[config.mk]
export PLATFORM = sky130hd
export DESIGN_NAME = run_trace_controller
export DESIGN_NICKNAME = d
export VERILOG_FILES = /design/src/rtl/run_ctrl_pkg.sv /design/src/rtl/trace_ram.sv /design/src/rtl/run_trace_controller.sv
export SDC_FILE = /design/constraint.sdc
export NUM_CORES = 1
export LEC_CHECK = 0
export ABC_AREA = 1
export CORE_MARGIN = 2
export CORE_UTILIZATION = 47
export DETAILED_ROUTE_END_ITERATION = 10
export PLACE_DENSITY_LB_ADDON = 0.25
export SYNTH_ARGS = -nofsm -noshare
export SYNTH_HDL_FRONTEND = slang
export SYNTH_SLANG_ARGS = --single-unit
[constraint.sdc]
create_clock -name CLK -period 5.5 [get_ports CLK]
set_clock_uncertainty 0.05 [all_clocks]
set_input_delay 1.1 -clock CLK [delete_from_list [all_inputs] [get_ports CLK]]
set_output_delay 1.1 -clock CLK [all_outputs]
set_load 0.03 [all_outputs]
[src/rtl/run_ctrl_pkg.sv]
// Shared encodings for the run/trace controller: FSM state and halt cause.
package run_ctrl_pkg;

  typedef enum logic [1:0] {
    ST_IDLE  = 2'd0,
    ST_RESET = 2'd1,
    ST_RUN   = 2'd2,
    ST_HALT  = 2'd3
  } run_state_t;

  typedef enum logic [1:0] {
    HC_NONE  = 2'd0,
    HC_LIMIT = 2'd1,
    HC_BP    = 2'd2,
    HC_ABORT = 2'd3
  } halt_cause_t;

endpackage

[src/rtl/trace_ram.sv]
// Trace storage: one write port and a registered read port. The array is
// never reset; only the read register is.
module trace_ram #(
  parameter int DATA_W = 64,
  parameter int DEPTH  = 16
) (
  input  logic                     CLK,
  input  logic                     RST,
  input  logic                     wr_en,
  input  logic [$clog2(DEPTH)-1:0] wr_addr,
  input  logic [DATA_W-1:0]        wr_data,
  input  logic [$clog2(DEPTH)-1:0] rd_addr,
  output logic [DATA_W-1:0]        rd_data
);

  logic [DATA_W-1:0] mem [DEPTH];

  always_ff @(posedge CLK) begin
    if (wr_en) mem[wr_addr] <= wr_data;
  end

  // Nonblocking read of the same address as a write returns the old entry.
  always_ff @(posedge CLK or negedge RST) begin
    if (!RST) rd_data <= '0;
    else      rd_data <= mem[rd_addr];
  end

endmodule

[src/rtl/run_trace_controller.sv]
// Run controller for a core: reset/run/halt sequencing, breakpoint, cycle
// limit, single-step and a circular trace of executed {pc, alu_result}.
module run_trace_controller
  import run_ctrl_pkg::*;
#(
  parameter int DATA_W      = 32,
  parameter int TRACE_DEPTH = 16,
  parameter int CYCLE_W     = 16,
  parameter int RST_CYCLES  = 1
) (
  input  logic                           CLK,
  input  logic                           RST,
  input  logic                           start,
  input  logic                           resume,
  input  logic                           step,
  input  logic                           abort,
  input  logic [CYCLE_W-1:0]             max_cycles,
  input  logic                           bp_en,
  input  logic [DATA_W-1:0]              bp_addr,
  input  logic [DATA_W-1:0]              pc,
  input  logic [DATA_W-1:0]              alu_result,
  output logic                           core_rst,
  output logic                           core_en,
  output logic [1:0]                     state,
  output logic [CYCLE_W-1:0]             cycle_count,
  output logic                           done,
  output logic [1:0]                     halt_cause,
  input  logic [$clog2(TRACE_DEPTH)-1:0] trace_rd_idx,
  output logic [DATA_W-1:0]              trace_rd_pc,
  output logic [DATA_W-1:0]              trace_rd_alu,
  output logic [$clog2(TRACE_DEPTH):0]   trace_count
);

  localparam int IDX_W = $clog2(TRACE_DEPTH);
  localparam int TC_W  = IDX_W + 1;
  localparam int RCW   = (RST_CYCLES > 1) ? $clog2(RST_CYCLES) : 1;

  function automatic logic [CYCLE_W-1:0] sat_inc(input logic [CYCLE_W-1:0] v);
    return (&v) ? v : v + 1'b1;
  endfunction

  run_state_t       cur, nxt;
  halt_cause_t      cause_q, cause_now;
  logic [RCW-1:0]   rst_cnt;
  logic             skip_bp;
  logic             en, enter_reset, go_halt, go_resume;
  logic [IDX_W-1:0] wr_ptr, oldest, rd_addr;
  logic [2*DATA_W-1:0] rd_data;

  always_comb begin
    nxt         = cur;
    en          = 1'b0;
    enter_reset = 1'b0;
    go_halt     = 1'b0;
    go_resume   = 1'b0;
    cause_now   = HC_NONE;
    if (abort)                                          cause_now = HC_ABORT;
    else if (bp_en && (pc == bp_addr) && !skip_bp)      cause_now = HC_BP;
    else if ((max_cycles != '0) && (cycle_count == max_cycles)) cause_now = HC_LIMIT;
    case (cur)
      ST_IDLE: begin
        if (start) begin nxt = ST_RESET; enter_reset = 1'b1; end
      end
      ST_RESET: begin
        if (start)                                   enter_reset = 1'b1;
        else if (rst_cnt == RCW'(RST_CYCLES - 1))    nxt = ST_RUN;
      end
      ST_RUN: begin
        en = (cause_now == HC_NONE);
        if (start)    begin nxt = ST_RESET; enter_reset = 1'b1; end
        else if (!en) begin nxt = ST_HALT;  go_halt = 1'b1; end
      end
      ST_HALT: begin
        // start beats resume beats step; a held abort blocks resume and step
        if (start)                  begin nxt = ST_RESET; enter_reset = 1'b1; end
        else if (!abort && resume)  begin nxt = ST_RUN;   go_resume = 1'b1; end
        else if (!abort && step)    en = 1'b1;
      end
      default: nxt = ST_IDLE;
    endcase
  end

  assign core_rst   = (cur == ST_IDLE) || (cur == ST_RESET);
  assign core_en    = en;
  assign state      = cur;
  assign halt_cause = cause_q;

  always_ff @(posedge CLK or negedge RST) begin
    if (!RST) begin
      cur         <= ST_IDLE;
      rst_cnt     <= '0;
      skip_bp     <= 1'b0;
      cause_q     <= HC_NONE;
      done        <= 1'b0;
      cycle_count <= '0;
      wr_ptr      <= '0;
      trace_count <= '0;
    end else begin
      cur  <= nxt;
      done <= go_halt;
      if (enter_reset) begin
        rst_cnt     <= '0;
        skip_bp     <= 1'b0;
        cause_q     <= HC_NONE;
        cycle_count <= '0;
        wr_ptr      <= '0;
        trace_count <= '0;
      end else begin
        if (cur == ST_RESET) rst_cnt <= rst_cnt + 1'b1;
        if (go_resume)           skip_bp <= 1'b1;
        else if (cur == ST_RUN)  skip_bp <= 1'b0;
        if (go_halt) cause_q <= cause_now;
        if (en) begin
          cycle_count <= sat_inc(cycle_count);
          wr_ptr      <= wr_ptr + 1'b1;
          if (trace_count != TC_W'(TRACE_DEPTH)) trace_count <= trace_count + 1'b1;
        end
      end
    end
  end

  // Once full, the oldest entry is the one about to be overwritten.
  assign oldest  = trace_count[IDX_W] ? wr_ptr : '0;
  assign rd_addr = oldest + trace_rd_idx;

  trace_ram #(
    .DATA_W (2*DATA_W),
    .DEPTH  (TRACE_DEPTH)
  ) u_trace_ram (
    .CLK     (CLK),
    .RST     (RST),
    .wr_en   (en),
    .wr_addr (wr_ptr),
    .wr_data ({pc, alu_result}),
    .rd_addr (rd_addr),
    .rd_data (rd_data)
  );

  assign trace_rd_pc  = rd_data[2*DATA_W-1:DATA_W];
  assign trace_rd_alu = rd_data[DATA_W-1:0];

endmodule

==> After elaboration in Yosys (flattened, before gate mapping) <==
Memories as Yosys holds them, arrays and structs flattened. A register that Yosys moved wholly into a read port is not among the register bits.
Cells that the tools add are included.
{ "classes": {"eq_ne": 12, "mux": 41, "reduce_logical": 22, "add_sub_neg": 5} }
{ "ops": {"columns": ["operator", "n"], "rows": [
  ["$mux W16", 3],
  ["$eq A32 B32 Y1", 1],
  ["$mux W2", 11],
  ["$mux W1", 19],
  ["$add A16 B1 Y16 const B", 1],
  ["$eq A16 B16 Y1", 1],
  ["$reduce_and A16 Y1", 1],
  ["$reduce_bool A16 Y1", 1],
  ["$mux W5", 3],
  ["$mux W4", 3],
  ["$ne A2 B2 Y1 const B", 4],
  ["$pmux W2 S4", 1],
  ["$reduce_bool A2 Y1", 4],
  ["$ne A3 B3 Y1 const B", 2],
  ["$add A5 B1 Y5 const B", 1],
  ["$logic_and A1 B1 Y1", 5],
  ["$ne A5 B5 Y1 const B", 1],
  ["$reduce_and A5 Y1", 1],
  ["$add A4 B1 Y4 const B", 1],
  ["$add A4 B4 Y4", 1],
  ["$eq A2 B2 Y1 const B", 2],
  ["$logic_not A2 Y1", 2],
  ["$reduce_and A2 Y1", 2],
  ["$reduce_or A4 Y1", 1],
  ["6 further kinds", 8]
]} }
{ "word_totals": {"n_memories": 1, "out_inout_bits": 92, "wordCells": 89, "mem_bits_rw": 1024, "input_bits": 123, "ff_bits": 32} }
{ "memory_table": {"columns": ["name", "depth", "word_bits", "rd", "rd_clocked_by_memory_dff", "write_ports", "line", "text"], "rows": [
  ["u_trace_ram.mem", 16, 64, 1, 1, 1, "trace_ram.sv:16", "logic [DATA_W-1:0] mem [DEPTH];"]
]} }

==> Depth between registers and ports, before layout <==
{ "logic_depth": {"word_depth": 11, "ltp_mapped": 15, "mapped_depth_nobuf": 14} }

==> Modules after synthesis <==
Synthesis repeated with hierarchy kept, for this count alone.
{ "hier_totals": {"cells_unflattened": 4656, "hier_area_um2": 48425.2} }
{ "modules_own_cells": {"columns": ["module", "cells_per_inst", "area_per_inst_um2", "seq_area_each_um2", "n_inst"], "rows": [
  ["trace_ram", 4210, 45578.7, 32351.0, 1],
  ["run_trace_controller", 446, 2846.5, 800.8, 1]
]} }

==> Worst setup path after synthesis <==
OpenSTA, ideal clock, no wires.
{ "synth_timing": {"path_kind": "input port to flip-flop", "start": "input port pc[7]", "end": "memory u_trace_ram.mem[0][0] (enable)", "path_buffers": 0, "arrival_ns": 4.699, "t_required_ns": 4.964, "path_slack_ns": 0.265, "path_stages": 9, "setup_time_ns": 0.486, "cell_sequence": "inv_1 or2_2 nand4_1 nor2_1 nand3_1 nand4_2 nand2_2 nand2_1 nor2_1"} }
{ "synth_between": {"elab_chain_len": 9} }
{ "synth_rtl": {"columns": ["item", "line", "text"], "rows": [
  ["from (decl)", "run_trace_controller.sv:20", "input logic [DATA_W-1:0] pc,"],
  ["$eq A32 B32 Y1", "run_trace_controller.sv:58", "else if (bp_en && (pc == bp_addr) && !skip_bp) cause_now = HC_BP;"],
  ["$logic_and A1 B1 Y1 (2 in series)", "run_trace_controller.sv:58", null],
  ["$mux W2", "run_trace_controller.sv:58", null],
  ["$mux W2", "run_trace_controller.sv:57", "if (abort) cause_now = HC_ABORT;"],
  ["$logic_not A2 Y1", "run_trace_controller.sv:69", "en = (cause_now == HC_NONE);"],
  ["$pmux W1 S2", "run_trace_controller.sv:60", "case (cur)"],
  ["$mux W1", "trace_ram.sv:19", "if (wr_en) mem[wr_addr] <= wr_data;"],
  ["$mux W1 (not written as such)", "trace_ram.sv:19", null],
  ["to (decl)", "trace_ram.sv:16", null]
]} }
No other way between the ends.

==> Worst setup path after layout <==
{ "layout_timing": {"start": "input port pc[20]", "end": "output port core_en"} }
{ "layout_between": {"elab_chain_len": 7} }
{ "layout_rtl": {"columns": ["item", "line", "text"], "rows": [
  ["$eq A32 B32 Y1", "run_trace_controller.sv:58", null],
  ["$logic_and A1 B1 Y1 (2 in series)", "run_trace_controller.sv:58", null],
  ["$mux W2", "run_trace_controller.sv:58", null],
  ["$mux W2", "run_trace_controller.sv:57", null],
  ["$logic_not A2 Y1", "run_trace_controller.sv:69", null],
  ["$pmux W1 S2", "run_trace_controller.sv:60", null],
  ["to (decl)", "run_trace_controller.sv:23", "output logic core_en,"]
]} }
No other way between the ends.

==> impl_metrics.env <==
export IMPL_status="complete, no violations"
export IMPL_syn_to_final_growth_pct=18.0
export IMPL_dp_hpwl_mm=52.3
export IMPL_path_buf_inv=2
export IMPL_die_w_um=314
export IMPL_vias=26700
export IMPL_tritoncts="yes"
export IMPL_cp_data_required_time_ns=4.35
export IMPL_port_buffers=214
export IMPL_p_comb_share_pct=7.9
export IMPL_h_tree_depth=3
export IMPL_synth_edff_count=1024
export IMPL_crit_start="pc[20]"
export IMPL_firstDrtPassIters=7
export IMPL_rsz0062_at_grt="no"
export IMPL_startpoint_type="input pin"
export IMPL_antenna_found_initial=1
export IMPL_hp_class="in -> async"
export IMPL_wirelength_mm=104
export IMPL_synth_nets=3442
export IMPL_setup_worst_path_class="in -> out"
export IMPL_grt_pass1_wl_mm=157
export IMPL_cts_root_buf="clkbuf_16"
export IMPL_r2r_start="trace_count[4]"
export IMPL_gp_congestion=0.765
export IMPL_p_sw_share_pct=22.2
export IMPL_antenna_left=0
export IMPL_cp_common_cell="nand2_1"
export IMPL_cts_hold_buf=0
export IMPL_cts_max_path_buffers=3
export IMPL_final_seq_area_mm2=0.0332
export IMPL_cap_violations=0
export IMPL_clock_power_share_pct=41.4
export IMPL_grt_max_degree=163
export IMPL_yosys_warnings=0
export IMPL_clk_pin_slew_ns=0.06
export IMPL_grt_pass1_vias=25900
export IMPL_netlist_instances=3308
export IMPL_layout_drive_gt1_share_pct=8.23
export IMPL_multi_input_area_mm2=0.00997
export IMPL_post_cts_buffers=0
export IMPL_start_util_pct=47.4
export IMPL_power_leakage_nw=19.2
export IMPL_crit_chain="clkdlybuf4s50_1 > nand2_1 > nand2_1 > nand2_1 > nor2_1 > nand2_1 > nor2_1 > nand3_1 > nand4_2 > nand2_2 > clkdlybuf4s50_1"
export IMPL_seq_area_frac_synth_pct=73.6
export IMPL_synth_seq_cells=1120
export IMPL_synth_area_mm2=0.0450
export IMPL_synthArstFlopShare_pct=8.57
export IMPL_drt_iter0_drc=2422
export IMPL_grtUsageTotal_pct=21.0
export IMPL_crit_slowest_cell="clkdlybuf4s50_1"
export IMPL_setup_viol=0
export IMPL_cts_resized=0
export IMPL_numCtsBuffers=111
export IMPL_report_final_hold_viol_count=0
export IMPL_min_period_ns=4.90
export IMPL_grt_remaining_overflow=0
export IMPL_worst_pin_slew_ns=1.03
export IMPL_period_share_pct=89.1
export IMPL_synth_distinct_cells=38
export IMPL_arrival_ns=3.75
export IMPL_fillers=7576
export IMPL_drc=0
export IMPL_setup_tns_final_ns=0
export IMPL_crit_path_end_kind="primary output"
export IMPL_nets=3668
export IMPL_rows=113
export IMPL_clkLatencyLatePin_ns=0.68
export IMPL_wl_per_cell_um=21.2
export IMPL_final_util_pct=55.9
export IMPL_mostFrequentLayoutCells="1,024 x edfxtp_1, 389 x o21ai_0, 331 x inv_1"
export IMPL_path_max_fanout=18
export IMPL_maxSlewHeadroom_pct=31.1
export IMPL_clock_sinks=1120
export IMPL_syn_area_per_cell_um2=13.6
export IMPL_vias_per_cell=5.45
export IMPL_io_pins=215
export IMPL_p_int_mw=14.7
export IMPL_seqPwrFrac_pct=50.7
export IMPL_path_delay_family="buffers and inverters"
export IMPL_ir_drop_mv=0.238
export IMPL_final_common_cell="edfxtp_1"
export IMPL_max_freq_mhz=204
export IMPL_core_area_mm2=0.0950
export IMPL_fp_dieH_um=314
export IMPL_synth_ff_type="edfxtp_1"
export IMPL_powerDensity_mw_per_mm2=355
export IMPL_dieArea_mm2=0.0983
export IMPL_power_switching_mw=4.19
export IMPL_slowest_delay_ns=0.82
export IMPL_slew_violations=0
[metrics by stage]
stage | setup WS (ns) | total power, mW | hold slack, ns | instances | area (um^2)
final | 0.600 | 18.9 | 0.455 | 4899 | 53200
after floorplan | 0.265 | 10.5 | 0.457 | 3308 | 45000
after global routing | 0.340 | 19.5 | 0.500 | 4897 | 53200
after detailed placement | 0.582 | 11.2 | 0.443 | 4686 | 49300
after global placement | 0.589 | 11.2 | 0.449 | 4686 | 49300
after CTS | 0.573 | 19.0 | 0.466 | 4897 | 53200
[synth_stat cells (all sizes together) (23+ instances only)]
master  count  area share [%]
nand2     290             2.4
buf        82            0.90
clkbuf    113            0.94
xor2       23            0.45
a31oi      64            0.89
a21oi     322             3.6
inv       335             2.8
mux2i     256             5.7
o21ai     397             4.4
nand3      39            0.46
o211ai    128             2.1
dfrtp      96             5.3
nor2       84            0.71
edfxtp   1024              68
[power groups by stage]
stage | Combinational [mW] | Sequential (mW) | Clock [mW]
4_1_cts | 1.50 | 9.57 | 7.92
6_report | 1.49 | 9.57 | 7.80
3_5_place_dp | 1.50 | 9.75 | 0
3_3_place_gp | 1.48 | 9.74 | 0
2_1_floorplan | 0.661 | 9.88 | 0
5_1_grt | 1.62 | 9.58 | 8.27
[area by class of cell]
| class | instances | area share, % |
|---|---|---|
| Sequential cell | 1120 | 62.4 |
| Tap cell | 1265 | 2.98 |
| Antenna cell | 2 | 0.00942 |
| Clock buffer | 133 | 5.68 |
| Inverter | 335 | 2.39 |
| Multi-Input combinational cell | 1658 | 18.8 |
| Clock inverter | 78 | 1.51 |
| Timing Repair Buffer | 308 | 6.32 |
[final timing paths]
check	to	slack, ns	depth (start not counted)
setup / recovery	core_en	0.60	11
hold / removal	cycle_count[11]	0.46	2
setup reg to reg	u_trace_ram.rd_data[18]	2.01	11
hold reg to reg	halt_cause[1]	0.46	2
max in group asynchronous	u_trace_ram.rd_data[10]	4.17	2
min in group CLK	halt_cause[1]	0.46	2
[layer usage]
layer  share of wire (%)  global-route usage (%)
met5                   0                       0
met3                 5.2                    2.90
met1                  44                    29.4
met2                  48                    34.4
met4                 2.5                    6.31
[cell families after synthesis]
group	Yosys count	synth area share [%]
XOR/XNOR	33	0.642
multiplexers	256	5.69
AO/OA/AOI/OAI	917	11.1
buffers and inverters	530	4.64
AND/OR/NAND/NOR	441	4.00
flip-flops	1120	73.6
adder cells (fa/ha/maj)	11	0.322
[sequential cells by signal, indices dropped and copies added (netlist names)]
signal               count
halt_cause               2
state                    2
u_trace_ram.mem       1024
done                     1
wr_ptr                   4
rst_cnt                  1
u_trace_ram.rd_data     64
trace_count              5
cycle_count             16
skip_bp                  1
Power figures use the tool's default switching activity.
